$ cat src/rtl/svc_sram_pin_ctrl.sv
`default_nettype none
// ============================================================================
// Module      : svc_sram_pin_ctrl
// Description : Asynchronous SRAM pin controller. Accepts one read or write
//               command at a time, times the strobe pulses with a counter, and
//               returns read data with the command's meta tag. Every pin is
//               driven straight from a flop.
// Revision    : 1.0 - initial release
// ============================================================================
module svc_sram_pin_ctrl #(
    parameter int SRAM_ADDR_WIDTH = 18,
    parameter int SRAM_DATA_WIDTH = 16,
    parameter int SRAM_META_WIDTH = 4,
    parameter int RD_CYCLES       = 2,
    parameter int WR_CYCLES       = 2
) (
    input  logic                         clk,
    input  logic                         rst,
    input  logic                         sram_cmd_valid,
    output logic                         sram_cmd_ready,
    input  logic                         sram_cmd_wr_en,
    input  logic [SRAM_ADDR_WIDTH-1:0]   sram_cmd_addr,
    input  logic [SRAM_META_WIDTH-1:0]   sram_cmd_meta,
    input  logic [SRAM_DATA_WIDTH-1:0]   sram_cmd_wr_data,
    input  logic [SRAM_DATA_WIDTH/8-1:0] sram_cmd_wr_strb,
    output logic                         sram_rd_resp_valid,
    input  logic                         sram_rd_resp_ready,
    output logic [SRAM_DATA_WIDTH-1:0]   sram_rd_resp_data,
    output logic [SRAM_META_WIDTH-1:0]   sram_rd_resp_meta,
    output logic [SRAM_ADDR_WIDTH-1:0]   sram_io_addr,
    output logic [SRAM_DATA_WIDTH-1:0]   sram_io_data_o,
    output logic                         sram_io_data_oe,
    input  logic [SRAM_DATA_WIDTH-1:0]   sram_io_data_i,
    output logic                         sram_io_ce_n,
    output logic                         sram_io_we_n,
    output logic                         sram_io_oe_n,
    output logic [SRAM_DATA_WIDTH/8-1:0] sram_io_be_n
);

    localparam int BW    = SRAM_DATA_WIDTH / 8;
    localparam int MAXC  = (RD_CYCLES > WR_CYCLES) ? RD_CYCLES : WR_CYCLES;
    localparam int CNT_W = (MAXC > 1) ? $clog2(MAXC) : 1;

    typedef enum logic [1:0] {
        IDLE    = 2'd0,
        WR      = 2'd1,
        RD      = 2'd2,
        RECOVER = 2'd3
    } state_t;

    state_t                     state;
    logic [CNT_W-1:0]           cnt;
    logic [SRAM_META_WIDTH-1:0] meta_q;
    logic                       cmd_accept;
    logic                       resp_pop;

    // A pending, unconsumed response blocks new commands so it can never be overwritten.
    assign sram_cmd_ready = (state == IDLE) && !(sram_rd_resp_valid && !sram_rd_resp_ready) && !rst;
    assign cmd_accept     = sram_cmd_valid && sram_cmd_ready;
    assign resp_pop       = sram_rd_resp_valid && sram_rd_resp_ready;

    // Command FSM: pin levels are set one edge ahead so each phase sees them from its first cycle.
    always_ff @(posedge clk) begin
        if (rst) begin
            state              <= IDLE;
            cnt                <= '0;
            meta_q             <= '0;
            sram_rd_resp_valid <= 1'b0;
            sram_rd_resp_data  <= '0;
            sram_rd_resp_meta  <= '0;
            sram_io_addr       <= '0;
            sram_io_data_o     <= '0;
            sram_io_data_oe    <= 1'b0;
            sram_io_ce_n       <= 1'b1;
            sram_io_we_n       <= 1'b1;
            sram_io_oe_n       <= 1'b1;
            sram_io_be_n       <= {BW{1'b1}};
        end else begin
            // Consumption clears valid; a capture in the RD branch below overrides it.
            if (resp_pop) begin
                sram_rd_resp_valid <= 1'b0;
            end
            case (state)
                IDLE: begin
                    if (cmd_accept) begin
                        sram_io_addr   <= sram_cmd_addr;
                        sram_io_data_o <= sram_cmd_wr_data;
                        meta_q         <= sram_cmd_meta;
                        sram_io_ce_n   <= 1'b0;
                        if (sram_cmd_wr_en) begin
                            state           <= WR;
                            cnt             <= CNT_W'(WR_CYCLES - 1);
                            // An all-zero strobe keeps the timing but never pulses we_n.
                            sram_io_we_n    <= (sram_cmd_wr_strb == '0);
                            sram_io_oe_n    <= 1'b1;
                            sram_io_data_oe <= 1'b1;
                            sram_io_be_n    <= ~sram_cmd_wr_strb;
                        end else begin
                            state           <= RD;
                            cnt             <= CNT_W'(RD_CYCLES - 1);
                            sram_io_we_n    <= 1'b1;
                            sram_io_oe_n    <= 1'b0;
                            sram_io_data_oe <= 1'b0;
                            sram_io_be_n    <= '0;
                        end
                    end
                end
                WR: begin
                    if (cnt == '0) begin
                        // Keep driving data through RECOVER for hold time.
                        state        <= RECOVER;
                        sram_io_ce_n <= 1'b1;
                        sram_io_we_n <= 1'b1;
                        sram_io_be_n <= {BW{1'b1}};
                    end else begin
                        cnt <= cnt - CNT_W'(1);
                    end
                end
                RD: begin
                    if (cnt == '0) begin
                        state              <= RECOVER;
                        sram_rd_resp_valid <= 1'b1;
                        sram_rd_resp_data  <= sram_io_data_i;
                        sram_rd_resp_meta  <= meta_q;
                        sram_io_ce_n       <= 1'b1;
                        sram_io_oe_n       <= 1'b1;
                        sram_io_be_n       <= {BW{1'b1}};
                    end else begin
                        cnt <= cnt - CNT_W'(1);
                    end
                end
                RECOVER: begin
                    state           <= IDLE;
                    sram_io_data_oe <= 1'b0;
                end
                default: begin
                    state <= IDLE;
                end
            endcase
        end
    end

endmodule
`default_nettype wire

$ cat config.mk
export PLATFORM = sky130hd
export DESIGN_NAME = svc_sram_pin_ctrl
export DESIGN_NICKNAME = d
export VERILOG_FILES = /design/src/rtl/svc_sram_pin_ctrl.sv
export SDC_FILE = /design/constraint.sdc
export NUM_CORES = 1
export LEC_CHECK = 0
export CAP_MARGIN = 20
export CORE_ASPECT_RATIO = 0.75
export CORE_MARGIN = 3
export CORE_UTILIZATION = 43
export DETAILED_ROUTE_END_ITERATION = 12
export PLACE_DENSITY_LB_ADDON = 0.2
export SLEW_MARGIN = 10
export SYNTH_ARGS = -nofsm -noshare
export SYNTH_HDL_FRONTEND = slang
export SYNTH_SLANG_ARGS = --single-unit
export TNS_END_PERCENT = 30
$ cat constraint.sdc
create_clock -name clk -period 3.9 [get_ports clk]
set_input_delay 0.78 -clock clk [delete_from_list [all_inputs] [get_ports clk]]
set_output_delay 0.78 -clock clk [all_outputs]
set_load 0.01 [all_outputs]
== After elaboration in Yosys (flattened, before gate mapping) ==
Index checks and enable logic that the tools add are counted.

* Register bits: 68
* Bits of input ports: 61
* Output and inout port bits: 62
* Word-level logic and storage cells: 69

* $add $sub $neg: 1
* Equality and inequality tests: 7
* Mux-type cells: 23
* Bitwise operators: 2
* Reduce and logical (&&, ||, !) cells: 23

{| class="wikitable"
|+ Operators by type and width
! operator !! number
|-
| $mux 1 || 11
|-
| $mux 2 || 5
|-
| $pmux 1 s2 || 5
|-
| $reduce_and 2->1 || 5
|-
| $reduce_and 3->1 || 3
|-
| $ne 2x2->1 const B || 4
|-
| $reduce_bool 2->1 || 4
|-
| $pmux 2 s3 || 1
|-
| $logic_and 1x1->1 || 5
|-
| $eq 2x2->1 const B || 2
|-
| $logic_not 2->1 || 2
|-
| $pmux 2 s2 || 1
|-
| $logic_not 1->1 || 3
|-
| $eq 2x1->1 const B || 1
|-
| $not 2->2 || 1
|-
| $reduce_or 2->1 || 1
|-
| $not 1->1 || 1
|-
| $sub 1x1->1 const B || 1
|}

== Logic depth before layout (Yosys ltp) ==
* Depth in word-level cells: 8
* Gate-level depth with buffers: 7
* Depth with buffers taken out: 6

== Least setup slack after synthesis ==
No wires, ideal clock.

* Path kind: input -> output
* From: in rst
* To: out sram_cmd_ready
* Arrival: 1.412 ns
* Required time: 3.120 ns
* Path slack: 1.708 ns
* Stages: 3
* Path buffers: 2
* Cells stage by stage: buf_6 -> clkbuf_1 -> nor3b_1

* Word-level cells in the longest chain between the ends: 2

{| class="wikitable"
|+ Ends and longest elaborated chain
! element !! RTL line !! RTL
|-
| start: declaration || 18 || <nowiki>input logic rst,</nowiki>
|-
| $logic_not 1->1 || 58 || <nowiki>assign sram_cmd_ready = (state == IDLE) && !(sram_rd_resp_valid && !sram_rd_resp_ready) && !rst;</nowiki>
|-
| $logic_and 1x1->1 || 58 ||
|-
| end: declaration || 20 || <nowiki>output logic sram_cmd_ready,</nowiki>
|}

No other way between the ends.

== Worst setup path after layout ==
* From: in sram_rd_resp_ready
* To: out sram_cmd_ready

* Word-level cells in the longest chain between the ends: 5

{| class="wikitable"
|+ Ends and longest elaborated chain
! element !! RTL line !! RTL
|-
| start: declaration || 27 || <nowiki>input logic sram_rd_resp_ready,</nowiki>
|-
| $logic_not 1->1 || 58 ||
|-
| $logic_and 1x1->1 || 58 ||
|-
| $logic_not 1->1 || 58 ||
|-
| $logic_and 1x1->1 (2 in a row) || 58 ||
|}

No other way between the ends.

==> flow_summary.toml <==
[status]
outcome = "finished, final reports clean"

[setup_path]
cp-start-kind = "primary input"
cp_cell_sequence = "clkdlybuf4s50_1 > nor2b_1 > nor3b_1 > clkdlybuf4s50_1"
cp_max_fo = 3
arrival_ns = 2.11
end_kind = "primary output"
slowest_delay_ns = 0.56
worstSetupPathType = "in2out"
cpMostUsedCell = "clkdlybuf4s50_1"
critPathRequiredTime_ns = 3.12
critPathSlowestCell = "clkdlybuf4s50_1"

[power]
pwr-share-seq = 0.382
power.internal_mw = 1.56
pwr-share-comb = 0.377
pwr-share-clk = 0.241
ir_drop_uv = 308
leakagePower_nw = 1.44
power.switching_mw = 0.755
power.density_nw_per_um2 = 578
swShare = 0.325

[global_routing]
track_usage = 0.203
grt_pass1_vias = 2340
overflow = 0
antenna_found_initial = 0
grt_pass1_wl_um = 10900
grt_max_degree = 58

[detailed_routing]
drtIter0Drc = 95
wl_met3_um = 685
wl_met2_um = 3170
vias = 2502
wl_per_cell_um = 13.4
drtPass1Iterations = 5
vias_per_cell = 4.86
remaining_drc_errors = 0
routed.top_layer = "met4"
ant_nets = 0
drt-met1-wl_um = 2900
drt-total-wl_um = 6880

[clock_network]
cts_buffer_depth = 2
h-tree-depth = 3
clock-sinks = 68
cts_tree = "built"
post_cts_resized = 0
postCtsSetupRepairBufs = 0
clock_latency_ns = 0.33
cts_buffers = 9
cts.clk_slew.worst_paths_ns = 0.06
postCtsHoldBufs = 0
cts-root-buf = "clkbuf_8"

[finish]
finalNetCount = 503
register_area_um2 = 1360
utilization = 0.722
multi_input_area_um2 = 1080
fillerInstances = 462
area_growth_pct = 57.0
antenna_cells = 0
drive_gt1_frac = 0.0500

[sta]
fin_worst_skew_ns = 0.00776
max_slew_margin = 0.476
hold_viol = 0
tightestPinTransition_ns = 0.784
setup-violations-final = 0
fmax_mhz = 346
setup_tns_ns = 0
fin_crit_ns = 2.89
finalCritPeriodShare = 0.741
drv_slew = 0
rsz0062_at_grt = "no"

[floorplan]
die_width_um = 95.0
die_y_um = 72.8
core_um2 = 5550
initial_core_util = 0.460
ios = 123
num_rows = 23
die_area_um2 = 6920

[yosys]
yosysTopAreaCell = "dfxtp_1"
synth_common_cells = "nand2_1, dfxtp_1, a21oi_1, clkbuf_1, o21ai_1"
syn-num-nets = 385
yosysSeqAreaShare = 0.533
synth_cell_types = 26
synth-seq-cells = 68
synth_most_common_cell = "nand2_1"
async_reset_ff_frac = 0
avgSynthCellArea_um2 = 8.01
synth_ff_type = "dfxtp_1"
synth_top_area_share = 0.533
netlist_top_cells_area = "dfxtp_1, nand2_1, a21oi_1, clkbuf_1, ha_1"
synth-edff-count = 0
mappedNetlistArea_um2 = 2560
ys_warn_count = 0
syn_inst = 319

[worst_hold_path]
hold_class = "reg2reg"

[flow_run]
cap_violations = 0

[placed_design]
hpwl_um = 4910
routabilityCongestion = 0.764
port_buffers = 122
## kinds of logic after synthesis
family,count (synthesis),share of synthesized area
simple gates,143,0.238
compound gates,76,0.154
mux,2,0.00783
fa+ha+maj,5,0.0245
buf+inv,25,0.0436
flops,68,0.533
## critical path: cells and delay by family
family	cells	cell delay (ns)
buffers and inverters	2	1.06
AND/OR/NAND/NOR	2	0.26
## per-stage QoR
step	cell area (µm²)	total power [mW]	setup WS, ns	hold WS (ns)	cells
floorplan	2560	1.40	1.71	0.432	319
global placement	3810	1.75	1.00	0.441	500
detailed placement	3810	1.77	0.845	0.446	500
CTS	4000	2.34	1.01	0.455	514
global route	4010	2.47	0.989	0.475	515
finish	4010	2.32	1.01	0.454	515
## final timing paths
path                            cells after the start                from  slack [ns]                to
worst min register to register                      2     sram_io_addr[3]        0.45   sram_io_addr[3]
worst max register to register                      6            state[0]        2.01  sram_io_addr[17]
worst max-delay path                                4  sram_rd_resp_ready        1.01    sram_cmd_ready
worst min-delay path                                2     sram_io_addr[3]        0.45   sram_io_addr[3]
## cell type report
| class | instances | area share |
|---|---|---|
| Timing Repair Buffer | 128 | 0.316 |
| Clock inverter | 2 | 0.00873 |
| Clock buffer | 12 | 0.0387 |
| Multi-Input combinational cell | 226 | 0.270 |
| Inverter | 4 | 0.00374 |
| Tap cell | 75 | 0.0234 |
| Sequential cell | 68 | 0.339 |
## placed cells by master, fill, tap and decap left out, types with 4 or more instances in the layout
master           count
clkdlybuf4s50_1    121
nand2_1            119
dfxtp_1             68
a21oi_1             65
clkbuf_8            11
o21ai_1              6
ha_1                 5
buf_4                5
nor2_1               4
## registers in the layout, summed over array words and instances, names as in the netlist
signal	count
meta_q	4
sram_rd_resp_data	16
sram_io_data_oe	1
sram_io_oe_n	1
state	2
sram_io_ce_n	1
sram_rd_resp_meta	4
sram_io_be_n	2
sram_io_we_n	1
cnt	1
sram_rd_resp_valid	1
sram_io_data_o	16
sram_io_addr	18
## per-layer routing
metal | up-vias | track usage
met5 | - | 0
met4 | 0 | 0.0784
met3 | 11 | 0.0866
met2 | 87 | 0.327
met1 | 1130 | 0.239
li1 | 1274 | -
## power by group through the flow
stage               Combinational [mW]  Sequential, mW  Clock [mW]
global placement                 0.852           0.896           0
global route                     0.968           0.900       0.607
floorplan                        0.453           0.944           0
detailed placement               0.869           0.903           0
finish                           0.873           0.886       0.559
CTS                              0.874           0.888       0.577
Power figures use the tool's default switching activity.
